### config.mk
export PLATFORM = sky130hd
export DESIGN_NAME = ro_count_pair
export DESIGN_NICKNAME = d
export VERILOG_FILES = /design/src/rtl/ro_puf_pkg.sv /design/src/rtl/ro_edge_counter.sv /design/src/rtl/ro_count_pair.sv
export SDC_FILE = /design/constraint.sdc
export NUM_CORES = 1
export LEC_CHECK = 0
export CAP_MARGIN = 30
export CORE_MARGIN = 5
export CORE_UTILIZATION = 35
export DETAILED_ROUTE_END_ITERATION = 10
export GPL_ROUTABILITY_DRIVEN = 0
export PLACE_DENSITY = 0.57
export SYNTH_ARGS = -nofsm -noshare
export SYNTH_HDL_FRONTEND = slang
export SYNTH_HIERARCHICAL = 1
export SYNTH_SLANG_ARGS = --single-unit
### constraint.sdc
create_clock -name clk -period 3 [get_ports clk]
set_clock_uncertainty 0.15 [all_clocks]
set_input_delay 0.75 -clock clk [delete_from_list [all_inputs] [get_ports clk]]
set_output_delay 0.75 -clock clk [all_outputs]
set_load 0.1 [all_outputs]
### src/rtl/ro_puf_pkg.sv
// Shared types for the ring-oscillator count-pair front end.
package ro_puf_pkg;

   localparam int CNT_W_DEF = 32;

   typedef enum logic [1:0] {
      IDLE   = 2'd0,
      SETTLE = 2'd1,
      COUNT  = 2'd2,
      DONE   = 2'd3
   } state_e;

endpackage

### src/rtl/ro_edge_counter.sv
// One oscillator channel: synchronizer, rising-edge detect and a saturating edge counter.
module ro_edge_counter #(
   parameter int CNT_W       = 32,
   parameter int SYNC_STAGES = 2
) (
   input  logic             clk,
   input  logic             rst_n,
   input  logic             ro_i,
   input  logic             clr_i,
   input  logic             en_i,
   output logic [CNT_W-1:0] cnt_o
);

   logic [SYNC_STAGES-1:0] sync_q;
   logic                   prev_q;
   logic [CNT_W-1:0]       cnt_q;
   logic                   rise;

   assign rise  = sync_q[SYNC_STAGES-1] & ~prev_q;
   assign cnt_o = cnt_q;

   always_ff @(posedge clk or negedge rst_n) begin
      if (!rst_n) begin
         sync_q <= '0;
         prev_q <= 1'b0;
      end else begin
         sync_q <= {sync_q[SYNC_STAGES-2:0], ro_i};
         prev_q <= sync_q[SYNC_STAGES-1];
      end
   end

   // Saturate instead of wrapping so a fast oscillator never reads as slow.
   always_ff @(posedge clk or negedge rst_n) begin
      if (!rst_n) begin
         cnt_q <= '0;
      end else if (clr_i) begin
         cnt_q <= '0;
      end else if (en_i && rise && (cnt_q != {CNT_W{1'b1}})) begin
         cnt_q <= cnt_q + CNT_W'(1);
      end
   end

endmodule

### src/rtl/ro_count_pair.sv
// Measurement sequencer: enables two oscillators, counts their edges over a fixed window,
// and presents the count pair with a one-cycle valid strobe.
module ro_count_pair
   import ro_puf_pkg::*;
#(
   parameter int CNT_W       = CNT_W_DEF,
   parameter int WINDOW      = 1024,
   parameter int SYNC_STAGES = 2
) (
   input  logic             clk,
   input  logic             rst_n,
   input  logic             start,
   input  logic             ro_a,
   input  logic             ro_b,
   output logic             ro_en,
   output logic             busy,
   output logic [CNT_W-1:0] count1,
   output logic [CNT_W-1:0] count2,
   output logic             count_valid
);

   localparam int TMR_W = $clog2(WINDOW + SYNC_STAGES + 1);

   state_e           state_q;
   logic [TMR_W-1:0] tmr_q;
   logic             ro_en_q;
   logic             busy_q;
   logic             valid_q;
   logic [CNT_W-1:0] cnt1_q;
   logic [CNT_W-1:0] cnt2_q;
   logic [CNT_W-1:0] a_cnt;
   logic [CNT_W-1:0] b_cnt;
   logic             clr;
   logic             en;

   assign clr = (state_q == IDLE) && start;
   assign en  = (state_q == COUNT);

   ro_edge_counter #(.CNT_W(CNT_W), .SYNC_STAGES(SYNC_STAGES)) u_cnt_a (
      .clk   (clk),
      .rst_n (rst_n),
      .ro_i  (ro_a),
      .clr_i (clr),
      .en_i  (en),
      .cnt_o (a_cnt)
   );

   ro_edge_counter #(.CNT_W(CNT_W), .SYNC_STAGES(SYNC_STAGES)) u_cnt_b (
      .clk   (clk),
      .rst_n (rst_n),
      .ro_i  (ro_b),
      .clr_i (clr),
      .en_i  (en),
      .cnt_o (b_cnt)
   );

   // Outputs are registered alongside the state, so each one reflects the state being entered.
   always_ff @(posedge clk or negedge rst_n) begin
      if (!rst_n) begin
         state_q <= IDLE;
         tmr_q   <= '0;
         ro_en_q <= 1'b0;
         busy_q  <= 1'b0;
         valid_q <= 1'b0;
         cnt1_q  <= '0;
         cnt2_q  <= '0;
      end else begin
         valid_q <= 1'b0;
         case (state_q)
            IDLE: begin
               tmr_q <= '0;
               if (start) begin
                  state_q <= SETTLE;
                  ro_en_q <= 1'b1;
                  busy_q  <= 1'b1;
               end
            end
            SETTLE: begin
               // SYNC_STAGES+1 cycles flush whatever the synchronizers held before enable.
               if (tmr_q == TMR_W'(SYNC_STAGES)) begin
                  state_q <= COUNT;
                  tmr_q   <= '0;
               end else begin
                  tmr_q <= tmr_q + TMR_W'(1);
               end
            end
            COUNT: begin
               if (tmr_q == TMR_W'(WINDOW - 1)) begin
                  state_q <= DONE;
                  ro_en_q <= 1'b0;
               end else begin
                  tmr_q <= tmr_q + TMR_W'(1);
               end
            end
            DONE: begin
               state_q <= IDLE;
               busy_q  <= 1'b0;
               valid_q <= 1'b1;
               cnt1_q  <= a_cnt;
               cnt2_q  <= b_cnt;
            end
            default: begin
               state_q <= IDLE;
               ro_en_q <= 1'b0;
               busy_q  <= 1'b0;
            end
         endcase
      end
   end

   assign ro_en       = ro_en_q;
   assign busy        = busy_q;
   assign count1      = cnt1_q;
   assign count2      = cnt2_q;
   assign count_valid = valid_q;

endmodule
==> results of run 1 <==
[final cells by class]
cell class	instances	share of cell area, %
multi-input cells	473	37.7
flip-flops and latches	150	42.9
inverters	8	0.343
clock buffers	20	5.34
clock inverters	12	1.63
well taps	270	3.86
repair buffers	87	8.17
[cell families (layout without fill, tap and decap cells)]
kind of cell	count (synthesis)	count (layout)	synth area share [%]
AO/OA/AOI/OAI	139	139	12.2
buffers and inverters	47	127	2.48
AND/OR/NAND/NOR	251	251	20.3
multiplexers	73	73	11.4
flip-flops	150	150	51.9
XOR/XNOR	2	2	0.242
adder cells (fa/ha/maj)	8	8	1.39
[per-stage QoR]
step | setup WS, ns | utilization, % | power [mW] | hold slack [ns] | instances
floorplan | 0.749 | - | 2.57 | 0.181 | 670
global placement | 0.419 | 40.1 | 2.73 | 0.198 | 988
detailed placement | 0.347 | 40.1 | 2.75 | 0.196 | 988
CTS | 0.348 | 43.1 | 4.97 | 0.147 | 1020
global route | 0.135 | 43.1 | 5.10 | 0.178 | 1020
finish | 0.339 | 43.1 | 4.90 | 0.149 | 1020
[worst min-delay path by stage]
stage,from,endpoint,slack [ns]
after floorplan,u_cnt_a/sync_q[0],u_cnt_a/sync_q[1],0.18
after global placement,u_cnt_a/sync_q[0],u_cnt_a/sync_q[1],0.20
after detailed placement,u_cnt_a/sync_q[0],u_cnt_a/sync_q[1],0.20
after CTS,rst_n,count1[23],0.15
after global routing,rst_n,count1[23],0.18
final,rst_n,count1[23],0.15
[layout by cell type (no fill, tap or decap), drive strengths merged, types with 12 or more instances in the layout]
| cell type | netlist | layout |
|---|---|---|
| a21oi | 52 | 52 |
| clkbuf | 32 | 20 |
| buf | 7 | 84 |
| nor4 | 18 | 18 |
| o31ai | 25 | 25 |
| or3 | 25 | 25 |
| o21ai | 29 | 29 |
| or4 | 25 | 25 |
| inv | 8 | 12 |
| nor3 | 13 | 13 |
| mux2 | 73 | 73 |
| nand3 | 26 | 26 |
| dfrtp | 150 | 150 |
| nor2 | 31 | 31 |
| nand4 | 37 | 37 |
| nand2 | 45 | 45 |
[worst max-delay path: stages (launching register included)]
cell and delay, ns:
dfrtp_1 0.42, inv_1 0.06, ha_1 0.19, nor4b_1 0.15, a31oi_1 0.78, o211ai_1 0.41, o311ai_0 0.38
[layer usage]
layer  up-vias  GRT usage (%)  wire length, um
met5         -              0                0
met1      2843           19.5             7880
met3        25           3.68              718
met4         0           4.96              316
met2       144           25.1             8690
li1       2686              -                -
[where the power goes]
group          internal [mW]  switching [mW]  total [mW]
registers               2.14           0.220        2.36
logic                  0.153           0.193       0.347
clock network           1.31           0.887        2.19
total                   3.60            1.30        4.90
[sequential cells by signal, summed over array words and instances (netlist names)]
name / cells
busy: 1
count1: 32
count2: 32
count_valid: 1
ro_en: 1
state_q: 2
tmr_q: 11
u_cnt_a/cnt_o: 32
u_cnt_a/prev_q: 1
u_cnt_a/sync_q: 2
u_cnt_b/cnt_o: 32
u_cnt_b/prev_q: 1
u_cnt_b/sync_q: 2
==> flow_summary.yaml, run 1 <==
synthesis:
  syn_inst: 670
  synthFlopType: "dfrtp_1"
  synth_seq_cells: 150
  async_reset_ff_share_pct: 100
  avgSynthCellArea_sq_um: 10.8
  ys_seq_area_share_pct: 51.9
  synthDominantCellAreaShare_pct: 51.9
  synth_area_leaders: "dfrtp_1 52%, mux2_2 11%, a21oi_1 3.6%"
  synth_most_common_cell: "dfrtp_1"
  syn_nets: 683
  yosysUniqueCellTypes: 51
  synth_common_cells: "150 x dfrtp_1, 72 x mux2_2, 52 x a21oi_1"
  yosys_warnings: 6
  yosysTopAreaCell: "dfrtp_1"
  synth_edf_count: 0
  synthesis.area_sq_um: 7230
global_route:
  grt_util_all_layers_pct: 15.1
  grt_pass1_wl_um: 29600
  grt-ovfl-total: 0
  grt_max_degree: 58
  grt_pass1_vias: 5806
  grt_antenna_before_repair: 0
die:
  initial_core_util_pct: 35.6
  die_w_um: 154
  num_io_pins: 72
  rows: 52
  die_y_um: 154
  core_area_sq_um: 20300
  dieArea_sq_um: 23600
cts:
  clockBufferDepth: 2
  cts_hold_buf: 0
  cts-root-buf: "clkbuf_16"
  clock_latency_ns: 0.42
  htree_levels: 4
  cts_tree: "done"
  cts.sinks: 150
  cts_made_buffers: 17
  cts_setup_buffers: 0
  postCtsResizedCells: 0
  clkTransAtPathRegs_ns: 0.07
route:
  vias_per_cell: 5.59
  drtIter0Drc: 352
  drcViolationCount: 0
  wl_per_cell_um: 17.3
  drt-pass1-iter-count: 5
  vias: 5698
  ant_nets: 0
  wirelength_um: 17600
worst_setup_path:
  r2r-start: "tmr_q[0]"
  worstReg2RegEnd: "tmr_q[2]"
  timing.critical_path.to: "tmr_q[2]"
  worstPathMaxFanout: 11
  arrival_ns: 2.82
  critPathLaunch: "tmr_q[0]"
  startpoint_type: "register"
  r2r_cells: 6
  cp.required_ns: 3.16
  path_class: "register to register"
  r2r_slack_ns: 0.34
  end_kind: "register"
power:
  power_leakage_nw: 3.69
  p_per_area_nw_per_um2: 561
  vdd_drop_max_mv: 0.419
timing:
  period_minus_slack_ns: 2.66
  relSlewSlack_pct: 31.9
  worst_slew_pin_slew_ns: 1.02
  finalMaxSlewViolations: 0
  grt_setup_unrepaired: "false"
  setup_viol: 0
  fmax_ghz: 0.376
  fin_setup_tns_ns: 0
  period_share_pct: 88.7
  hold_viol: 0
layout:
  nets: 750
  register_area_sq_um: 3750
  num-fill-cells: 1931
  area_delta_synth_final_pct: 21.0
  multi_input_area_sq_um: 3300
  post-route-cell-area_sq_um: 8740
  drive_above_1_share_pct: 27.9
  antennaDiodeCount: 0
placement:
  placed_cell_area_sq_um: 8130
  port_buffers: 71
  dp_hpwl_um: 12000
worst_hold_path:
  hold_path.class: "input port to async pin"
flow_run:
  cap_violations: 0
run_status:
  status: "finished clean"
No activity file was read; power rests on OpenSTA's default activity.
==> run 2: changes to the inputs <==
Clock period 3 ns to 2.82 ns, I/O delays scaled along.
==> run 2 against run 1 <==
  * Hold slack worse by 0.063 ns
  * Largest power group unchanged
  * Total power increased by 5.6%
  * Critical path type unchanged
  * Largest cell class unchanged
  * Die area is the same
  * Design area grew 0.44%
==> flow_summary.yaml, run 2 (synthesis results as in run 1) <==
route:
  vias: 5699
  wl_per_cell_um: 16.8
  vias_per_cell: 5.54
  drtIter0Drc: 515
  ant_nets: 0
  drcViolationCount: 0
  drt-pass1-iter-count: 5
  wirelength_um: 17300
worst_setup_path:
  path_class: "register to register"
  startpoint_type: "register"
  r2r-start: "u_cnt_b/cnt_o[2]"
  cp.required_ns: 3.02
  end_kind: "register"
  arrival_ns: 2.74
  r2r_slack_ns: 0.28
  r2r_cells: 5
  worstPathMaxFanout: 9
  worstReg2RegEnd: "u_cnt_b/cnt_o[24]"
cts:
  cts.sinks: 150
  cts-root-buf: "clkbuf_16"
  clock_latency_ns: 0.43
  cts_tree: "done"
  htree_levels: 4
  clockBufferDepth: 2
  cts_setup_buffers: 0
  clkTransAtPathRegs_ns: 0.06
  cts_made_buffers: 17
placement:
  dp.cells: 997
  dp_hpwl_um: 11800
  port_buffers: 71
timing:
  grt_setup_unrepaired: "false"
  finalMaxSlewViolations: 0
  fin_setup_tns_ns: 0
  worst_slew_pin_slew_ns: 0.649
  setup_viol: 0
  fmax_ghz: 0.394
  period_share_pct: 90.1
  relSlewSlack_pct: 56.8
  period_minus_slack_ns: 2.54
  hold_viol: 0
layout:
  final_cell_mix: "150 x dfrtp_1, 90 x buf_4, 72 x mux2_2"
  drive_above_1_share_pct: 28.9
  area_delta_synth_final_pct: 21.5
  nets: 759
  fin_cells: 1029
  antennaDiodeCount: 0
  layout_commonest_cell: "dfrtp_1"
run_status:
  status: "finished clean"
die:
  die_y_um: 154
  dieArea_sq_um: 23600
  core_area_sq_um: 20300
  rows: 52
  num_io_pins: 72
  die_w_um: 154
  initial_core_util_pct: 35.6
power:
  power_leakage_nw: 3.73
  vdd_drop_max_mv: 0.406
  p_per_area_nw_per_um2: 590
global_route:
  grt_util_all_layers_pct: 14.9
  grt_pass1_vias: 5691
  grt_pass1_wl_um: 29200
  grt_antenna_before_repair: 0
  grt-ovfl-total: 0
  grt_max_degree: 60
flow_run:
  cap_violations: 0
worst_hold_path:
  hold_path.class: "input port to async pin"
run 2: final cells by class:
cell class / count / area [sq um]
clock buffers: 19 / 453
clock inverters: 13 / 146
fillers: 1920 / 11500
inverters: 8 / 30.0
multi-input cells: 473 / 3300
flip-flops and latches: 150 / 3750
well taps: 270 / 338
repair buffers: 96 / 757
run 2: worst max-delay path by stage:
| stage | from | end | slack, ns | cells past startpoint |
|---|---|---|---|---|
| 3_3_place_gp | tmr_q[0] | tmr_q[2] | 0.27 | 6 |
| 6_report | u_cnt_b/cnt_o[2] | u_cnt_b/cnt_o[24] | 0.28 | 5 |
| 2_1_floorplan | u_cnt_a/cnt_o[2] | u_cnt_a/cnt_o[30] | 0.57 | 6 |
| 5_1_grt | u_cnt_a/cnt_o[2] | u_cnt_a/cnt_o[30] | 0.12 | 5 |
| 4_1_cts | tmr_q[0] | tmr_q[2] | 0.16 | 6 |
| 3_5_place_dp | tmr_q[0] | tmr_q[2] | 0.18 | 6 |
run 2: critical path, cell delays in order, from the launching register on:
cell	delay, ns
dfrtp_1	0.50
nand4_4	0.22
nor4_4	0.36
or4b_1	0.63
or4_1	0.45
a21oi_1	0.16
run 2: metal layers:
layer / vias to the layer above / GRT usage (%) / wire (um)
met5: - / 0 / 0
met1: 2857 / 19.8 / 7900
met2: 137 / 24.5 / 8500
li1: 2693 / - / -
met3: 12 / 3.43 / 744
met4: 0 / 4.12 / 144
run 2: power by group:
part | switching (mW) | internal [mW]
registers | 0.233 | 2.28
clock network | 0.936 | 1.36
logic | 0.205 | 0.165
run 2: what timing repair did:
action,4_1_cts,5_1_grt
resized for setup,0,1
setup endpoints to repair,0,3
hold buffers,0,0
hold endpoints to repair,0,0
run 2: through the flow:
step,power (mW),hold slack (ns),area [sq um],worst slack [ns],util [%]
6_report,5.18,0.0854,8780,0.279,43.3
5_1_grt,5.40,0.153,8780,0.117,43.3
4_1_cts,5.24,0.124,8770,0.156,43.2
3_5_place_dp,2.92,0.191,8180,0.182,40.3
3_3_place_gp,2.90,0.187,8180,0.266,40.3
2_1_floorplan,2.73,0.181,7230,0.569,-
==> run 3: changes to the inputs <==
Settings changed: CORE_UTILIZATION 35 to 57, PLACE_DENSITY 0.57 to 0.84, REMOVE_ABC_BUFFERS from default to 1.
==> run 3 against run 2 <==
  * Sequential share of layout area grew 0.59 points
  * Largest cell class unchanged
  * Hold slack lost 0.026 ns
  * Register-to-register slack lost 0.06 ns
  * Combinational power is essentially flat
  * Total power grew 2.7%
  * Largest power group unchanged
  * Sequential power is essentially flat
  * Routed wire length shrank 1.3%
  * Global-route usage grew 9.0 points
  * Critical path depth grew 1
  * Die area shrank 36%
==> flow_summary.yaml, run 3 (synthesis results as in run 1) <==
worst_setup_path:
  cp.required_ns: 2.98
  startpoint_type: "register"
  end_kind: "register"
  path_class: "register to register"
  r2r-start: "u_cnt_a/cnt_o[21]"
  worstPathMaxFanout: 23
  r2r_slack_ns: 0.22
  worstReg2RegEnd: "u_cnt_a/cnt_o[10]"
  r2r_cells: 6
  arrival_ns: 2.76
route:
  wirelength_um: 17100
  drt-pass1-iter-count: 5
  ant_nets: 0
  wl_per_cell_um: 18.5
  vias_per_cell: 6.32
  drtIter0Drc: 629
  drcViolationCount: 0
  vias: 5838
run_status:
  status: "finished clean"
die:
  core_area_sq_um: 12500
  num_io_pins: 72
  dieArea_sq_um: 15000
  initial_core_util_pct: 57.7
  die_y_um: 123
  rows: 41
  die_w_um: 123
flow_run:
  cap_violations: 0
cts:
  cts_tree: "done"
  postCtsResizedCells: 0
  cts.sinks: 150
  htree_levels: 4
  clock_latency_ns: 0.43
  cts_made_buffers: 17
  clkTransAtPathRegs_ns: 0.06
  cts-root-buf: "clkbuf_16"
  cts_setup_buffers: 0
  cts_hold_buf: 0
  clockBufferDepth: 2
layout:
  final_cell_mix: "150 x dfrtp_1, 82 x buf_4, 72 x mux2_2"
  antennaDiodeCount: 0
  nets: 752
  post-route-cell-area_sq_um: 8660
  final_core_util_pct: 69.2
  layout_commonest_cell: "dfrtp_1"
  drive_above_1_share_pct: 28.1
  area_delta_synth_final_pct: 19.9
power:
  p_per_area_nw_per_um2: 614
  power_leakage_nw: 3.72
  vdd_drop_max_mv: 0.444
  p_total_mw: 5.32
global_route:
  grt_antenna_before_repair: 0
  grt_util_all_layers_pct: 23.9
  grt_max_degree: 75
  grt_pass1_vias: 5807
  grt-ovfl-total: 0
  grt_pass1_wl_um: 28600
timing:
  grt_setup_unrepaired: "false"
  fmax_ghz: 0.384
  worst_slew_pin_slew_ns: 0.591
  setup_viol: 0
  fin_setup_tns_ns: 0
  relSlewSlack_pct: 60.5
  hold_viol: 0
  period_minus_slack_ns: 2.60
  finalMaxSlewViolations: 0
  period_share_pct: 92.2
worst_hold_path:
  hold_path.class: "input port to async pin"
placement:
  port_buffers: 71
  dp_hpwl_um: 11100
  placed_cell_area_sq_um: 8010
[run 3: cell count changes in the layout (fill, tap and decap cells not counted), moves of 2 or more]
cell,delta
buf_4,-8
clkinv_4,-4
inv_8,-2
clkbuf_8,+3
bufinv_16,+2
[run 3: per-layer routing]
| layer | up-vias | GRT usage (%) | routed length [um] |
|---|---|---|---|
| met5 | - | 0 | 0 |
| met4 | 0 | 8.96 | 346 |
| met3 | 41 | 6.13 | 1170 |
| met2 | 230 | 37.6 | 8390 |
| met1 | 2875 | 32.3 | 7150 |
| li1 | 2692 | - | - |
[run 3: final cells by class]
cell class                 instances  area [sq um]
clock buffer                      23           498
clock inverter                     9           145
fill                             911          3850
inverter                           8          30.0
multi-input combinational        473          3300
sequential                       150          3750
tap                              172           215
timing repair buffer              89           717
[run 3: worst max path at each step]
stage          slack [ns]         startpoint  cells past startpoint                end
4_1_cts              0.15           tmr_q[0]                      6           tmr_q[6]
6_report             0.22  u_cnt_a/cnt_o[21]                      6  u_cnt_a/cnt_o[10]
2_1_floorplan       -0.30         state_q[1]                      5           tmr_q[6]
3_5_place_dp         0.33  u_cnt_a/cnt_o[21]                      6  u_cnt_a/cnt_o[13]
3_3_place_gp         0.45   u_cnt_a/cnt_o[2]                      5  u_cnt_a/cnt_o[24]
5_1_grt              0.08  u_cnt_a/cnt_o[21]                      6  u_cnt_a/cnt_o[10]
[run 3: metrics by stage]
stage / cells / setup WS, ns / hold WS (ns)
after floorplan: 631 / -0.300 / 0.181
after global placement: 892 / 0.451 / 0.183
after detailed placement: 892 / 0.329 / 0.200
after CTS: 924 / 0.147 / 0.0698
after global routing: 924 / 0.0800 / 0.0909
final: 924 / 0.219 / 0.0595
[run 3: worst max-delay path, stage by stage, from the launching register on]
cell and delay, ns:
dfrtp_1 0.47, nand4_1 0.21, nor4_1 0.48, and3b_1 0.48, buf_4 0.32, nor3_1 0.10, mux2_2 0.28
[run 3: power breakdown]
part / internal [mW] / total (mW) / switching [mW]
combinational: 0.166 / 0.372 / 0.206
clock: 1.59 / 2.44 / 0.849
sequential: 2.28 / 2.51 / 0.228
total: 4.04 / 5.32 / 1.28
